==> src/rtl/lcd_hd44780_ctrl_if.sv <==
// Upstream command handshake for the HD44780 controller: one byte per valid/ready transfer.
interface lcd_hd44780_ctrl_if;
  logic       cmd_valid_in;
  logic       cmd_rs_in;
  logic [7:0] cmd_data_in;
  logic       cmd_ready_out;

  modport master (output cmd_valid_in, cmd_rs_in, cmd_data_in, input cmd_ready_out);
  modport slave  (input cmd_valid_in, cmd_rs_in, cmd_data_in, output cmd_ready_out);
endinterface

==> src/rtl/lcd_hd44780_ctrl.sv <==
// HD44780 character-LCD write controller: timed power-up/init sequence, then
// upstream bytes strobed out in 8-bit or 4-bit bus mode with counter-based execution waits.
module lcd_hd44780_ctrl #(
  parameter int CLK_HZ     = 20000000,
  parameter int BUS_4BIT   = 0,
  parameter int ROWS       = 2,
  parameter int POWERUP_US = 40000,
  parameter int EXEC_US    = 40,
  parameter int CLEAR_US   = 1640
) (
  input  logic               lcd_clk_in,
  input  logic               lcd_rst_n_in,
  lcd_hd44780_ctrl_if.slave  cmd,
  output logic               init_done_out,
  output logic               LCD_RS,
  output logic               LCD_RW,
  output logic               LCD_EN,
  output logic [7:0]         LCD_DATA
);

  localparam int US_DIV  = CLK_HZ / 1000000;
  localparam int PW      = (US_DIV > 1) ? $clog2(US_DIV) : 1;
  localparam int WMAX_A  = (POWERUP_US > 4100) ? POWERUP_US : 4100;
  localparam int WMAX_B  = (CLEAR_US > EXEC_US) ? CLEAR_US : EXEC_US;
  localparam int WMAX    = (WMAX_A > WMAX_B) ? WMAX_A : WMAX_B;
  localparam int WW      = $clog2(WMAX + 1);
  localparam int NINIT   = (BUS_4BIT != 0) ? 9 : 8;
  localparam int CLR_IDX = (BUS_4BIT != 0) ? 6 : 5;
  localparam logic [7:0] FS = {3'b001, (BUS_4BIT == 0), (ROWS > 1), 3'b000};

  typedef enum logic [2:0] {S_PWRUP, S_INIT, S_IDLE, S_SETUP, S_EN_HI, S_HOLD, S_WAIT} state_t;

  state_t        r_state;
  logic [PW-1:0] r_us_cnt;
  logic [WW-1:0] r_wait, r_exec;
  logic [3:0]    r_idx;
  logic [7:0]    r_byte, r_data;
  logic          r_single, r_lo, r_ready, r_done, r_en, r_lcd_rs;

  logic          w_tick, w_ini_single, w_ini_last, w_cmd_clr;
  logic [7:0]    w_ini_byte;
  logic [WW-1:0] w_ini_wait;

  // Free-running microsecond prescaler; every timed state advances only on w_tick.
  assign w_tick = (r_us_cnt == PW'(US_DIV - 1));

  always_ff @(posedge lcd_clk_in or negedge lcd_rst_n_in) begin
    if (!lcd_rst_n_in)  r_us_cnt <= '0;
    else if (w_tick)    r_us_cnt <= '0;
    else                r_us_cnt <= r_us_cnt + 1'b1;
  end

  // Init table; the 4-bit sequence has four single-nibble wake-up writes ahead of the common tail.
  always_comb begin
    w_ini_byte   = 8'h0C;
    w_ini_single = 1'b0;
    if (BUS_4BIT != 0) begin
      case (r_idx)
        4'd0, 4'd1, 4'd2: begin w_ini_byte = 8'h30; w_ini_single = 1'b1; end
        4'd3:             begin w_ini_byte = 8'h20; w_ini_single = 1'b1; end
        4'd4:             w_ini_byte = FS;
        4'd5:             w_ini_byte = 8'h08;
        4'd6:             w_ini_byte = 8'h01;
        4'd7:             w_ini_byte = 8'h06;
        default:          w_ini_byte = 8'h0C;
      endcase
    end else begin
      case (r_idx)
        4'd0, 4'd1, 4'd2: w_ini_byte = 8'h30;
        4'd3:             w_ini_byte = FS;
        4'd4:             w_ini_byte = 8'h08;
        4'd5:             w_ini_byte = 8'h01;
        4'd6:             w_ini_byte = 8'h06;
        default:          w_ini_byte = 8'h0C;
      endcase
    end
  end

  always_comb begin
    w_ini_wait = WW'(EXEC_US);
    if (r_idx == 4'd0)                w_ini_wait = WW'(4100);
    else if (r_idx == 4'd1)           w_ini_wait = WW'(100);
    else if (r_idx == 4'(CLR_IDX))    w_ini_wait = WW'(CLEAR_US);
  end

  assign w_ini_last = (r_idx == 4'(NINIT - 1));
  assign w_cmd_clr  = !cmd.cmd_rs_in && (cmd.cmd_data_in[7:2] == 6'd0) && (cmd.cmd_data_in != 8'd0);

  function automatic logic [7:0] f_bus(input logic [7:0] b, input logic lo);
    if (BUS_4BIT != 0) return {(lo ? b[3:0] : b[7:4]), 4'h0};
    return b;
  endfunction

  always_ff @(posedge lcd_clk_in or negedge lcd_rst_n_in) begin
    if (!lcd_rst_n_in) begin
      r_state  <= S_PWRUP;
      r_wait   <= WW'(POWERUP_US);
      r_exec   <= '0;
      r_idx    <= '0;
      r_byte   <= '0;
      r_data   <= '0;
      r_single <= 1'b0;
      r_lo     <= 1'b0;
      r_ready  <= 1'b0;
      r_done   <= 1'b0;
      r_en     <= 1'b0;
      r_lcd_rs <= 1'b0;
    end else begin
      case (r_state)
        S_PWRUP: if (w_tick) begin
          if (r_wait <= WW'(1)) r_state <= S_INIT;
          else                  r_wait  <= r_wait - 1'b1;
        end
        S_INIT: begin
          r_byte   <= w_ini_byte;
          r_single <= w_ini_single;
          r_lo     <= 1'b0;
          r_exec   <= w_ini_wait;
          r_lcd_rs <= 1'b0;
          r_data   <= f_bus(w_ini_byte, 1'b0);
          r_state  <= S_SETUP;
        end
        S_IDLE: if (cmd.cmd_valid_in && r_ready) begin
          r_ready  <= 1'b0;
          r_byte   <= cmd.cmd_data_in;
          r_single <= 1'b0;
          r_lo     <= 1'b0;
          r_exec   <= w_cmd_clr ? WW'(CLEAR_US) : WW'(EXEC_US);
          r_lcd_rs <= cmd.cmd_rs_in;
          r_data   <= f_bus(cmd.cmd_data_in, 1'b0);
          r_state  <= S_SETUP;
        end
        S_SETUP: if (w_tick) begin
          r_en    <= 1'b1;
          r_state <= S_EN_HI;
        end
        S_EN_HI: if (w_tick) begin
          r_en    <= 1'b0;
          r_state <= S_HOLD;
        end
        S_HOLD: if (w_tick) begin
          // Full bytes on a 4-bit bus go straight into the low-nibble transfer.
          if ((BUS_4BIT != 0) && !r_single && !r_lo) begin
            r_lo    <= 1'b1;
            r_data  <= f_bus(r_byte, 1'b1);
            r_state <= S_SETUP;
          end else begin
            r_wait  <= r_exec;
            r_state <= S_WAIT;
          end
        end
        S_WAIT: if (w_tick) begin
          if (r_wait <= WW'(1)) begin
            if (r_done) begin
              r_ready <= 1'b1;
              r_state <= S_IDLE;
            end else if (w_ini_last) begin
              r_done  <= 1'b1;
              r_ready <= 1'b1;
              r_state <= S_IDLE;
            end else begin
              r_idx   <= r_idx + 4'd1;
              r_state <= S_INIT;
            end
          end else begin
            r_wait <= r_wait - 1'b1;
          end
        end
        default: r_state <= S_PWRUP;
      endcase
    end
  end

  assign cmd.cmd_ready_out = r_ready;
  assign init_done_out     = r_done;
  assign LCD_RS            = r_lcd_rs;
  assign LCD_RW            = 1'b0;
  assign LCD_EN            = r_en;
  assign LCD_DATA          = r_data;

endmodule

==> src/flat_wrapper.sv <==
// flat-port wrapper written by rule: the top's interface ports become plain ports
module lcd_hd44780_ctrl_flat 
#(
  parameter int CLK_HZ     = 20000000,
  parameter int BUS_4BIT   = 0,
  parameter int ROWS       = 2,
  parameter int POWERUP_US = 40000,
  parameter int EXEC_US    = 40,
  parameter int CLEAR_US   = 1640
)
  (lcd_clk_in, lcd_rst_n_in, init_done_out, LCD_RS, LCD_RW, LCD_EN, LCD_DATA, cmd_cmd_valid_in, cmd_cmd_rs_in, cmd_cmd_data_in, cmd_cmd_ready_out);
  lcd_hd44780_ctrl_if cmd_i ();
  input  logic lcd_clk_in;
  input  logic lcd_rst_n_in;
  output logic init_done_out;
  output logic LCD_RS;
  output logic LCD_RW;
  output logic LCD_EN;
  output logic [7:0] LCD_DATA;
  input wire logic [$bits(cmd_i.cmd_valid_in)-1:0] cmd_cmd_valid_in;
  input wire logic [$bits(cmd_i.cmd_rs_in)-1:0] cmd_cmd_rs_in;
  input wire logic [$bits(cmd_i.cmd_data_in)-1:0] cmd_cmd_data_in;
  output wire logic [$bits(cmd_i.cmd_ready_out)-1:0] cmd_cmd_ready_out;
  assign cmd_i.cmd_valid_in = cmd_cmd_valid_in;
  assign cmd_i.cmd_rs_in = cmd_cmd_rs_in;
  assign cmd_i.cmd_data_in = cmd_cmd_data_in;
  assign cmd_cmd_ready_out = cmd_i.cmd_ready_out;
  lcd_hd44780_ctrl #(.CLK_HZ(CLK_HZ), .BUS_4BIT(BUS_4BIT), .ROWS(ROWS), .POWERUP_US(POWERUP_US), .EXEC_US(EXEC_US), .CLEAR_US(CLEAR_US)) u_core (.lcd_clk_in(lcd_clk_in), .lcd_rst_n_in(lcd_rst_n_in), .cmd(cmd_i), .init_done_out(init_done_out), .LCD_RS(LCD_RS), .LCD_RW(LCD_RW), .LCD_EN(LCD_EN), .LCD_DATA(LCD_DATA));
endmodule
==> config.mk <==
export PLATFORM = sky130hd
export DESIGN_NAME = lcd_hd44780_ctrl_flat
export DESIGN_NICKNAME = d
export VERILOG_FILES = /design/src/rtl/lcd_hd44780_ctrl_if.sv /design/src/rtl/lcd_hd44780_ctrl.sv /design/src/flat_wrapper.sv
export SDC_FILE = /design/constraint.sdc
export NUM_CORES = 1
export LEC_CHECK = 0
export ABC_CLOCK_PERIOD_IN_PS = 7100
export CORE_MARGIN = 2
export CORE_UTILIZATION = 30
export DETAILED_ROUTE_END_ITERATION = 10
export GPL_TIMING_DRIVEN = 0
export PLACE_DENSITY = 0.56
export SLEW_MARGIN = 10
export SYNTH_ARGS = -nofsm -noshare
export SYNTH_HDL_FRONTEND = slang
export SYNTH_SLANG_ARGS = --single-unit
==> constraint.sdc <==
create_clock -name lcd_clk_in -period 7.1 [get_ports lcd_clk_in]
set_input_delay 0.71 -clock lcd_clk_in [delete_from_list [all_inputs] [get_ports lcd_clk_in]]
set_output_delay 0.71 -clock lcd_clk_in [all_outputs]
set_load 0.02 [all_outputs]
==> results.yml <==
grt:
  grt_pass1_wl_um: 10800
  grt_overflow: 0
  grt_use_total_pct: 14.9
  grt_pass1_vias: 2223
  antenna_found_initial: 0
  grt_max_degree: 34
timing:
  fin_crit_ns: 2.58
  relSlewSlack_pct: 36.5
  hold_slack_ns: 0.300
  clock.fmax_ghz: 0.387
  rsz0062_at_grt: "false"
  fin_skew_ns: 0.0113
  tightest_slew_ns: 0.945
  setup_viol: 0
  report.final.slew_viol_count: 0
  fin_setup_tns_ns: 0
  period_share_pct: 36.3
  finalHoldViolCount: 0
layout:
  nets: 331
  seq_area_um2: 1160
  n_antenna_cell: 0
  multiInputGateArea_um2: 1290
  fin_util_pct: 36.6
  area_growth_pct: 18.6
  drive_gt1_share_pct: 8.95
  fillers: 844
drt:
  wire_per_inst_um: 14.9
  finalWirelength_um: 6230
  ant_nets: 0
  drt_iter0_markers: 95
  via_count: 2221
  viasPerCell: 5.31
  first_pass_iters: 4
  post-route-drc-count: 0
synthesis:
  synth-simple-area-share_pct: 21.3
  synth_top_family_by_area: "compound AO/OA/AOI/OAI gates"
  seq_area_frac_synth_pct: 45.6
  synth.area.mux_share_pct: 0.838
  async_reset_ff_share_pct: 100
  syn_inst: 281
  ys.flop_type: "dfrtp_1"
  syn-cell-area_um2: 2540
  synth_edf_count: 0
  ys_ff_latch: 46
  synth-compound-area-share_pct: 22.9
  synth_xor_area_share_pct: 1.72
  synth-warning-count: 0
  synthAdderAreaFrac_pct: 3.84
  yosysUniqueCellTypes: 52
  avgSynthCellArea_um2: 9.03
  syn_nets: 300
critical_path:
  path_cells: "inv_1, ha_1, nor2_1, nor4_1, nand4_1, nor2_1, mux2_2"
  crit_path_frequent_cell: "nor2_1"
  crit_fanout: 4
  endpoint_kind: "flip-flop"
  required_ns: 7.29
  crit_path_start_kind: "flip-flop"
  slowest_stage: "nor4_1"
  critPathArrivalTime_ns: 2.77
  max_stage_delay_ns: 0.61
  critPathKind: "reg -> reg"
power:
  power_density_nw_per_um2: 148
  p_leak_nw: 1.27
  vdd_drop_max_uv: 60.3
die:
  die_y_um: 96.0
  start_util_pct: 30.9
  core_um2: 8220
  ios: 25
  chipWidth_um: 96.0
  num_rows: 33
  die_area_um2: 9210
cts:
  numCtsBuffers: 5
  hold_buffers: 0
  insertion_delay_ns: 0.30
  post_cts_resize_count: 0
  cts_setup_buffers: 0
  ctsHtreeMaxLevel: 2
  cts.clk_slew.worst_paths_ns: 0.09
  cts_tree: "done"
  cts_root_buf: "clkbuf_8"
  cts_max_path_buffers: 2
  cts.sinks: 46
placed_design:
  gp_congestion: 0.881
  io_buffers: 23
  hpwl_um: 4560
run_status:
  status: "finished clean"
worst_hold_path:
  hold_path_class: "in -> async"
job:
  drv_cap: 0
==> synthesized netlist by cell type, drive strengths merged (4+ instances only) <==
library cell	n	share of area (%)
o22ai	4	0.99
a31oi	9	2.2
nand2	27	4.0
a21oi	25	4.9
nor2b	4	0.99
dfrtp	41	40
ha	7	3.4
clkbuf	10	1.5
or4	5	1.6
nor4	7	2.3
dfstp	5	5.2
nor3	14	2.8
a22o	5	1.7
nor2	23	3.4
o2bb2ai	4	1.4
o21ai	18	3.5
inv	10	1.5
nand3	9	1.8
or2	4	0.99
==> critical path, delay by kind of cell (launching register included) <==
kind	cells	cell delay [ns]
adders and majority gates	1	0.22
muxes	1	0.36
buffers and inverters	1	0.10
DFF	1	0.43
and+or+nand+nor	4	1.37
==> final timing paths <==
check,from,end,slack [ns],cells after the start
max,u_core.r_wait[0]$_DFFE_PN0P_,u_core.r_idx[1]$_DFFE_PN0P_,4.52,7
min,lcd_rst_n_in,u_core.r_wait[13]$_DFFE_PN0P_,0.30,1
max reg2reg,u_core.r_wait[0]$_DFFE_PN0P_,u_core.r_idx[1]$_DFFE_PN0P_,4.52,7
min reg2reg,u_core.r_us_cnt[0]$_DFF_PN0_,u_core.r_us_cnt[0]$_DFF_PN0_,0.47,1
max in group asynchronous,lcd_rst_n_in,u_core.r_wait[15]$_DFFE_PN1P_,6.24,2
min in group lcd_clk_in,u_core.r_us_cnt[0]$_DFF_PN0_,u_core.r_us_cnt[0]$_DFF_PN0_,0.47,1
==> flip-flops by register name, summed over array words and instances (netlist names) <==
register / flops
u_core.LCD_EN: 1
u_core.init_done_out: 1
u_core.r_exec: 6
u_core.r_state: 3
u_core.LCD_DATA: 8
u_core.LCD_RS: 1
u_core.r_idx: 4
u_core.cmd.cmd_ready_out: 1
u_core.r_wait: 16
u_core.r_us_cnt: 5
==> final cells by class <==
cell class | instances | share of cell area, %
multi-input combinational | 212 | 42.8
sequential | 46 | 38.4
timing repair buffer | 24 | 8.15
tap | 105 | 4.36
clock buffer | 6 | 2.74
buffer | 13 | 1.83
inverter | 10 | 1.25
clock inverter | 2 | 0.416
==> placed cells by master (no fill, tap or decap), types with 4 or more instances in the layout <==
| cell | synthesis | routed |
|---|---|---|
| or4_1 | 4 | 4 |
| ha_1 | 7 | 7 |
| o2bb2ai_1 | 4 | 4 |
| nor3_1 | 14 | 14 |
| a21oi_1 | 25 | 25 |
| dfrtp_1 | 41 | 41 |
| clkdlybuf4s50_1 | 0 | 22 |
| o21ai_0 | 18 | 18 |
| clkbuf_8 | 0 | 6 |
| a31oi_1 | 9 | 9 |
| or2_2 | 4 | 4 |
| a22o_1 | 5 | 5 |
| inv_1 | 10 | 10 |
| nand3_1 | 9 | 9 |
| nor2_1 | 23 | 23 |
| dfstp_2 | 5 | 5 |
| nor2b_1 | 4 | 4 |
| nor4_1 | 6 | 6 |
| clkbuf_1 | 10 | 10 |
| nand2_1 | 27 | 27 |
| o22ai_1 | 4 | 4 |
==> layer usage <==
metal  global-route usage (%)  vias to the layer above  part of all wire [%]
li1                         -                     1100                     -
met1                     20.8                     1049                    48
met2                     23.6                       59                    46
met3                     3.29                       13                   4.9
met4                     3.45                        0                   1.5
met5                        0                        -                     0
==> power breakdown <==
group	switching, mW	internal [mW]
Combinational	0.00756	0.00673
Clock	0.0917	0.0784
Sequential	0	0.262
==> cell families after synthesis <==
kind of cell,count (synthesis)
DFF,46
xor gates and xnor gates,5
muxes,2
adders and majority gates,8
buffers and inverters,23
and+or+nand+nor,106
AOI/OAI and AO/OA,90
other,1
==> per-stage QoR <==
| step | cell area [um2] | cells | worst slack, ns | total power, mW |
|---|---|---|---|---|
| after floorplan | 2540 | 281 | 4.87 | 0.268 |
| after global routing | 3010 | 418 | 4.34 | 0.467 |
| final | 3010 | 418 | 4.52 | 0.446 |
| after global placement | 2900 | 409 | 3.91 | 0.281 |
| after detailed placement | 2920 | 410 | 4.55 | 0.282 |
| after CTS | 3010 | 418 | 4.57 | 0.456 |
(Power assumes the default switching activity.)
